--- src/rtl/suspi_pkg.sv ---
// suspi_pkg: types and constants shared by the suspi command receiver.
//   pkt_state_e : packet-level FSM states (one step per received frame)
//   bit_state_e : frame-level FSM states (one step per sampled bit)
//   ERR_*       : err_code values reported with pkt_err
//   DEFAULT_MARKER : default first byte of every packet
package suspi_pkg;

  typedef enum logic [2:0] {
    PK_MARK,
    PK_FLAG,
    PK_LEN_H,
    PK_LEN_L,
    PK_PAYLOAD,
    PK_CRC_H,
    PK_CRC_L
  } pkt_state_e;

  typedef enum logic [2:0] {
    BS_IDLE,
    BS_START,
    BS_DATA,
    BS_PARITY,
    BS_STOP
  } bit_state_e;

  localparam logic [2:0] ERR_NONE    = 3'd0;
  localparam logic [2:0] ERR_PARITY  = 3'd1;
  localparam logic [2:0] ERR_FRAME   = 3'd2;
  localparam logic [2:0] ERR_LEN     = 3'd3;
  localparam logic [2:0] ERR_CRC     = 3'd4;
  localparam logic [2:0] ERR_TIMEOUT = 3'd5;

  localparam logic [7:0] DEFAULT_MARKER = 8'hA5;

endpackage

--- src/rtl/crc16.sv ---
// crc16: combinational one-byte CRC-16 update (poly 0x1021, MSB first).
//   crc_i  : running CRC before this byte
//   data_i : byte to fold in
//   crc_o  : running CRC after this byte
module crc16 (
  input  logic [15:0] crc_i,
  input  logic [7:0]  data_i,
  output logic [15:0] crc_o
);

  always_comb begin
    logic [15:0] c;
    c = crc_i ^ {data_i, 8'h00};
    for (int unsigned i = 0; i < 8; i++) begin
      c = c[15] ? ((c << 1) ^ 16'h1021) : (c << 1);
    end
    crc_o = c;
  end

endmodule

--- src/rtl/suspi_cmd_rx.sv ---
// suspi_cmd_rx: redundant-line oversampled serial command packet receiver.
//   bb_clk_in/rst_h : clock, synchronous active-high reset
//   sample_stb      : oversampling strobe (OVERSAMPLE per bit period)
//   com             : N_CH idle-high serial lines; the first to start is locked
//   byte_valid/byte_data : payload byte stream
//   hdr_valid/flag/length : accepted header (flag/length held)
//   pkt_ok/pkt_err/err_code : packet completion status
//   busy/active_ch  : packet in progress, index of locked line
module suspi_cmd_rx
  import suspi_pkg::*;
#(
  parameter int unsigned N_CH         = 2,
  parameter int unsigned OVERSAMPLE   = 4,
  parameter bit          PARITY_ODD   = 1'b1,
  parameter logic [7:0]  MARKER       = DEFAULT_MARKER,
  parameter int unsigned MAX_LEN      = 2032,
  parameter int unsigned TIMEOUT_BITS = 32,
  localparam int unsigned CHW = (N_CH > 1) ? $clog2(N_CH) : 1
) (
  input  logic            bb_clk_in,
  input  logic            rst_h,
  input  logic            sample_stb,
  input  logic [N_CH-1:0] com,
  output logic            byte_valid,
  output logic [7:0]      byte_data,
  output logic            hdr_valid,
  output logic [7:0]      flag,
  output logic [15:0]     length,
  output logic            pkt_ok,
  output logic            pkt_err,
  output logic [2:0]      err_code,
  output logic            busy,
  output logic [CHW-1:0]  active_ch
);

  localparam int unsigned HALF   = OVERSAMPLE / 2;
  localparam int unsigned TO_STB = TIMEOUT_BITS * OVERSAMPLE;
  localparam int unsigned TOW    = $clog2(TO_STB + 1);

  logic [N_CH-1:0] sync1_q, sync2_q;
  bit_state_e      bit_q;
  pkt_state_e      pkt_q;
  logic [4:0]      stb_cnt_q;
  logic [2:0]      bit_idx_q;
  logic [7:0]      shift_q;
  logic            par_q;
  logic [TOW-1:0]  to_cnt_q;
  logic [15:0]     crc_q, crc_d, crc_seed_d;
  logic [7:0]      flag_tmp_q, len_h_q, crc_h_q;
  logic [15:0]     remain_q;
  logic            busy_q, byte_valid_q, hdr_valid_q, pkt_ok_q, pkt_err_q;
  logic [CHW-1:0]  active_ch_q;
  logic [7:0]      byte_data_q, flag_q;
  logic [15:0]     length_q;
  logic [2:0]      err_code_q;

  logic            lock_hit_d, line_d, par_exp_d;
  logic [CHW-1:0]  lock_idx_d;
  logic [15:0]     len_rx_d;

  // Lowest-index low line wins the lock: scan high to low so the last hit sticks.
  always_comb begin
    lock_hit_d = 1'b0;
    lock_idx_d = '0;
    for (int unsigned i = N_CH; i > 0; i--) begin
      if (!sync2_q[i-1]) begin
        lock_hit_d = 1'b1;
        lock_idx_d = CHW'(i - 1);
      end
    end
    line_d     = sync2_q[active_ch_q];
    par_exp_d  = PARITY_ODD ? ~^shift_q : ^shift_q;
    len_rx_d   = {len_h_q, shift_q};
    // The marker byte always starts a fresh CRC, so crc_q need not be re-seeded.
    crc_seed_d = (pkt_q == PK_MARK) ? 16'hFFFF : crc_q;
  end

  crc16 u_crc16 (
    .crc_i  (crc_seed_d),
    .data_i (shift_q),
    .crc_o  (crc_d)
  );

  always_ff @(posedge bb_clk_in) begin
    if (rst_h) begin
      sync1_q      <= '1;
      sync2_q      <= '1;
      bit_q        <= BS_IDLE;
      pkt_q        <= PK_MARK;
      stb_cnt_q    <= '0;
      bit_idx_q    <= '0;
      shift_q      <= '0;
      par_q        <= 1'b0;
      to_cnt_q     <= '0;
      crc_q        <= '0;
      flag_tmp_q   <= '0;
      len_h_q      <= '0;
      crc_h_q      <= '0;
      remain_q     <= '0;
      busy_q       <= 1'b0;
      active_ch_q  <= '0;
      byte_valid_q <= 1'b0;
      byte_data_q  <= '0;
      hdr_valid_q  <= 1'b0;
      flag_q       <= '0;
      length_q     <= '0;
      pkt_ok_q     <= 1'b0;
      pkt_err_q    <= 1'b0;
      err_code_q   <= ERR_NONE;
    end else begin
      sync1_q      <= com;
      sync2_q      <= sync1_q;
      byte_valid_q <= 1'b0;
      hdr_valid_q  <= 1'b0;
      pkt_ok_q     <= 1'b0;
      pkt_err_q    <= 1'b0;
      if (sample_stb) begin
        case (bit_q)
          BS_IDLE: begin
            if (!busy_q) begin
              if (lock_hit_d) begin
                active_ch_q <= lock_idx_d;
                busy_q      <= 1'b1;
                bit_q       <= BS_START;
                stb_cnt_q   <= '0;
              end
            end else if (!line_d) begin
              bit_q     <= BS_START;
              stb_cnt_q <= '0;
            end else if (to_cnt_q == TOW'(TO_STB - 1)) begin
              pkt_err_q  <= 1'b1;
              err_code_q <= ERR_TIMEOUT;
              pkt_q      <= PK_MARK;
              busy_q     <= 1'b0;
            end else begin
              to_cnt_q <= to_cnt_q + 1'b1;
            end
          end
          BS_START: begin
            if (stb_cnt_q == 5'(HALF - 1)) begin
              if (line_d) begin
                bit_q <= BS_IDLE;
                if (pkt_q == PK_MARK) busy_q <= 1'b0;
              end else begin
                bit_q     <= BS_DATA;
                stb_cnt_q <= '0;
                bit_idx_q <= '0;
              end
            end else begin
              stb_cnt_q <= stb_cnt_q + 1'b1;
            end
          end
          BS_DATA, BS_PARITY, BS_STOP: begin
            if (stb_cnt_q != 5'(OVERSAMPLE - 1)) begin
              stb_cnt_q <= stb_cnt_q + 1'b1;
            end else begin
              stb_cnt_q <= '0;
              if (bit_q == BS_DATA) begin
                shift_q   <= {line_d, shift_q[7:1]};
                bit_idx_q <= bit_idx_q + 1'b1;
                if (bit_idx_q == 3'd7) bit_q <= BS_PARITY;
              end else if (bit_q == BS_PARITY) begin
                par_q <= line_d;
                bit_q <= BS_STOP;
              end else begin
                bit_q    <= BS_IDLE;
                to_cnt_q <= '0;
                if (par_q != par_exp_d || !line_d) begin
                  pkt_err_q  <= 1'b1;
                  err_code_q <= (par_q != par_exp_d) ? ERR_PARITY : ERR_FRAME;
                  pkt_q      <= PK_MARK;
                  busy_q     <= 1'b0;
                end else begin
                  case (pkt_q)
                    PK_MARK: begin
                      if (shift_q == MARKER) begin
                        crc_q <= crc_d;
                        pkt_q <= PK_FLAG;
                      end else begin
                        busy_q <= 1'b0;
                      end
                    end
                    PK_FLAG: begin
                      flag_tmp_q <= shift_q;
                      crc_q      <= crc_d;
                      pkt_q      <= PK_LEN_H;
                    end
                    PK_LEN_H: begin
                      len_h_q <= shift_q;
                      crc_q   <= crc_d;
                      pkt_q   <= PK_LEN_L;
                    end
                    PK_LEN_L: begin
                      if (32'(len_rx_d) > MAX_LEN) begin
                        pkt_err_q  <= 1'b1;
                        err_code_q <= ERR_LEN;
                        pkt_q      <= PK_MARK;
                        busy_q     <= 1'b0;
                      end else begin
                        hdr_valid_q <= 1'b1;
                        flag_q      <= flag_tmp_q;
                        length_q    <= len_rx_d;
                        remain_q    <= len_rx_d;
                        crc_q       <= crc_d;
                        pkt_q       <= (len_rx_d == 16'd0) ? PK_CRC_H : PK_PAYLOAD;
                      end
                    end
                    PK_PAYLOAD: begin
                      byte_valid_q <= 1'b1;
                      byte_data_q  <= shift_q;
                      crc_q        <= crc_d;
                      remain_q     <= remain_q - 1'b1;
                      if (remain_q == 16'd1) pkt_q <= PK_CRC_H;
                    end
                    PK_CRC_H: begin
                      crc_h_q <= shift_q;
                      pkt_q   <= PK_CRC_L;
                    end
                    default: begin
                      if ({crc_h_q, shift_q} == crc_q) begin
                        pkt_ok_q <= 1'b1;
                      end else begin
                        pkt_err_q  <= 1'b1;
                        err_code_q <= ERR_CRC;
                      end
                      pkt_q  <= PK_MARK;
                      busy_q <= 1'b0;
                    end
                  endcase
                end
              end
            end
          end
          default: bit_q <= BS_IDLE;
        endcase
      end
    end
  end

  assign byte_valid = byte_valid_q;
  assign byte_data  = byte_data_q;
  assign hdr_valid  = hdr_valid_q;
  assign flag       = flag_q;
  assign length     = length_q;
  assign pkt_ok     = pkt_ok_q;
  assign pkt_err    = pkt_err_q;
  assign err_code   = err_code_q;
  assign busy       = busy_q;
  assign active_ch  = active_ch_q;

endmodule

--- config.mk ---
export PLATFORM = sky130hd
export DESIGN_NAME = suspi_cmd_rx
export DESIGN_NICKNAME = d
export VERILOG_FILES = /design/src/rtl/suspi_pkg.sv /design/src/rtl/crc16.sv /design/src/rtl/suspi_cmd_rx.sv
export SDC_FILE = /design/constraint.sdc
export NUM_CORES = 1
export LEC_CHECK = 0
export ABC_AREA = 1
export ABC_CLOCK_PERIOD_IN_PS = 5500
export CAP_MARGIN = 20
export CORE_MARGIN = 2
export CORE_UTILIZATION = 48
export DETAILED_ROUTE_END_ITERATION = 6
export GPL_TIMING_DRIVEN = 1
export PLACE_DENSITY = 0.71
export SETUP_SLACK_MARGIN = 0.4
export SLEW_MARGIN = 10
export SYNTH_ARGS = -nofsm -noshare
export SYNTH_HDL_FRONTEND = slang
export SYNTH_SLANG_ARGS = --single-unit
--- constraint.sdc ---
create_clock -name bb_clk_in -period 5.5 [get_ports bb_clk_in]
set_clock_uncertainty 0.05 [all_clocks]
set_input_delay 0.55 -clock bb_clk_in [delete_from_list [all_inputs] [get_ports bb_clk_in]]
set_output_delay 0.55 -clock bb_clk_in [all_outputs]
set_load 0.02 [all_outputs]
==> flow_summary.ini <==
[run_status]
outcome = finished, final reports clean

[clock_network]
cts.repair.resized = 0
numCtsBuffers = 17
clock_sinks = 132
clock-root-buffer = clkbuf_16
clkLatencyLatePin_ns = 0.42
path_clk_slew_ns = 0.06
cts_tree = done
htree_num_levels = 4
clk_path_buf_depth = 2
postCtsSetupBuffers = 0
cts_hold_buf = 0

[final_layout]
final_core_util_pct = 56.79
fin_area_um2 = 7821
layout-drive-gt1-share_pct = 6.541
final-seq-area_um2 = 2643
diodes = 0
multi_input_area_um2 = 3567
nets = 1018
instances_no_fill = 1189
fillers = 1353
area_growth_pct = 16.58

[detailed_routing]
wl_per_cell_um = 14.70
viasPerCell = 5.332
num_vias = 6340
drt.antenna.violating_nets = 0
drt-total-wl_mm = 17.48
route.detailed.drc = 0
first_iter_violations = 544
firstDrtPassIters = 5

[yosys]
ys_warn_count = 0
synth_edf_count = 0
synth-seq-cells = 132
syn-cell-area_um2 = 6709
ys_seq_area_share_pct = 39.39
synthCells = 968
synth_cell_types = 36
synth-async-reset-ratio_pct = 0
avgSynthCellArea_um2 = 6.931
synth-main-ff-cell = dfxtp_1
synth_fp_nets = 990

[worst_setup_path]
worstReg2RegStart = shift_q[4]
rr_endpoint = crc_h_q[2]
arrival_ns = 3.92
crit_start = shift_q[4]
reg2reg_slack_ns = 1.89
path_class = flop to flop
cp.required_ns = 5.81
start_kind = flop
end_kind = flop
worstPathMaxFanout = 21
worst_r2r_path_depth = 15

[die]
ios = 46
die_w_um = 122.2
core_area_um2 = 13770
start_util_pct = 48.71
die_height_um = 122.2
rows = 43
dieArea_um2 = 14940

[power]
max-vdd-ir-drop_uv = 228.0
p_leak_nw = 3.230
powerDensity_nw_per_um2 = 373.2

[job]
drv_cap = 0

[timing]
slew_violations = 0
fin_crit_ns = 3.605
fmax_mhz = 277.4
final.period_utilization_pct = 65.55
grt_setup_unrepaired = no
setup_ws_ns = 1.895
max_slew_margin_pct = 32.61
tightest_slew_ns = 1.010
finalHoldViolations = 0
finalSetupViolCount = 0
finalSetupTns_ns = 0

[placed_design]
pre_cts_ws_ns = 2.054
placedCellCount = 1157
gp_congestion = 0.9039
place_area_um2 = 7234
io_buffers = 45
dp_hpwl_mm = 12.05

[global_routing]
grt_usage_pct = 24.81
grt_max_degree = 46
grt_pass1_vias = 5969
grt_pass1_wl_mm = 29.30
antenna_found_initial = 0
grt-ovfl-total = 0

[min_path]
hp-class = flop to flop
worstHoldEndpoint = sync2_q[0]
min_path_cells = 1
hold_start = sync1_q[0]
-- critical path, stage by stage, from the launching register on --
cell and delay, ns:
dfxtp_1 0.54, inv_1 0.23, ha_1 0.35, inv_1 0.06, nand2_1 0.06, nand2_1 0.06
nand2_1 0.08, nand2_1 0.08, nand2_1 0.05, nand2_1 0.08, nand2_1 0.11, nor2_2 0.80
nand2_1 0.28, nor2_2 0.44, o21ai_0 0.17, nor2_1 0.11
-- state kept, by name, indices dropped and copies added (netlist names), 3 cells and up --
register    flops
to_cnt_q        8
length         16
bit_q           3
bit_idx_q       3
shift_q         8
err_code        3
crc_q          16
stb_cnt_q       5
byte_data       8
flag            8
len_h_q         8
remain_q       16
crc_h_q         8
pkt_q           3
flag_tmp_q      8
-- through the flow --
stage | hold slack [ns] | power (W)
after global routing | 0.3734 | 0.003076
after floorplan | 0.3395 | 0.001626
after detailed placement | 0.3446 | 0.001797
after CTS | 0.3612 | 0.002923
after global placement | 0.3437 | 0.001801
final | 0.3573 | 0.002919
-- power breakdown --
part	internal (W)	total, W	switching (W)
Combinational	0.000243	0.000767	0.000524
Sequential	0.000992	0.00103	0.0000355
Clock	0.000690	0.00112	0.000434
-- synth_stat cells, types with 2 or more instances --
library cell	n	share of area (%)
nor3_1	21	1.6
ha_1	17	3.2
a21oi_1	69	5.1
xnor2_1	22	2.9
nor2_2	11	1.0
or2_2	7	0.65
nand3_1	57	4.3
buf_2	9	0.67
nand2_2	2	0.19
a211oi_1	2	0.22
nand4_1	9	0.84
xor2_1	21	2.7
o21ai_1	7	0.52
nor3b_1	6	0.67
buf_4	4	0.45
nand2_1	181	10
dfxtp_1	132	39
inv_2	3	0.17
a32oi_1	3	0.39
nor2_4	4	0.67
o211ai_1	2	0.22
a31oi_1	2	0.19
clkbuf_1	25	1.4
inv_1	83	4.6
nor2_1	165	9.2
o21ai_0	94	7.0
-- placed cells by master (no fill, tap or decap), drive strengths merged --
| cell | Yosys | routed |
|---|---|---|
| nand2 | 183 | 183 |
| nor2 | 180 | 180 |
| dfxtp | 132 | 132 |
| o21ai | 102 | 102 |
| inv | 86 | 87 |
| a21oi | 69 | 69 |
| nand3 | 57 | 57 |
| clkdlybuf4s50 | 0 | 45 |
| xnor2 | 22 | 22 |
| nor3 | 22 | 22 |
| xor2 | 21 | 21 |
| clkbuf | 25 | 20 |
| ha | 17 | 17 |
| nand4 | 9 | 9 |
| or2 | 8 | 8 |
| nor3b | 6 | 6 |
| clkinvlp | 0 | 5 |
| clkinv | 1 | 5 |
| a32oi | 3 | 3 |
| buf | 14 | 3 |
| o211ai | 2 | 2 |
| a31oi | 2 | 2 |
| a211oi | 2 | 2 |
| bufinv | 0 | 2 |
| nor4 | 2 | 2 |
| nand3b | 1 | 1 |
| a311oi | 1 | 1 |
| o211a | 1 | 1 |
-- worst max-delay path by stage --
stage                          endpoint  slack, ns  depth (start not counted)
after floorplan           flag_tmp_q[7]       3.13                         16
after global placement        length[0]       2.21                         15
after detailed placement    remain_q[5]       2.05                         15
after CTS                   remain_q[5]       2.01                         15
after global routing         crc_h_q[6]       1.64                         15
final                        crc_h_q[2]       1.89                         15
-- kinds of logic (layout without fill, tap and decap cells) --
family / after synthesis / after routing / share of synthesized area (%)
xor+xnor: 43 / 43 / 5.614
flops: 132 / 132 / 39.39
compound gates: 182 / 182 / 14.12
fa+ha+maj: 17 / 17 / 3.170
buf+inv: 126 / 167 / 7.441
simple gates: 468 / 468 / 30.27
-- final cells by class --
type / instances / share of cell area, %
Multi-Input combinational cell: 710 / 45.61
Sequential cell: 132 / 33.79
Timing Repair Buffer: 48 / 6.047
Clock buffer: 20 / 5.839
Inverter: 87 / 4.175
Tap cell: 180 / 2.880
Clock inverter: 12 / 1.664
-- metal layers --
layer  up-vias  track usage (%)  routed length (um)
met2       181            38.13                7760
met3        35            4.647                 933
li1       3196                -                   -
met5         -                0                   0
met4         0            10.13                 459
met1      2928            34.28                8326
(Power assumes the default switching activity.)
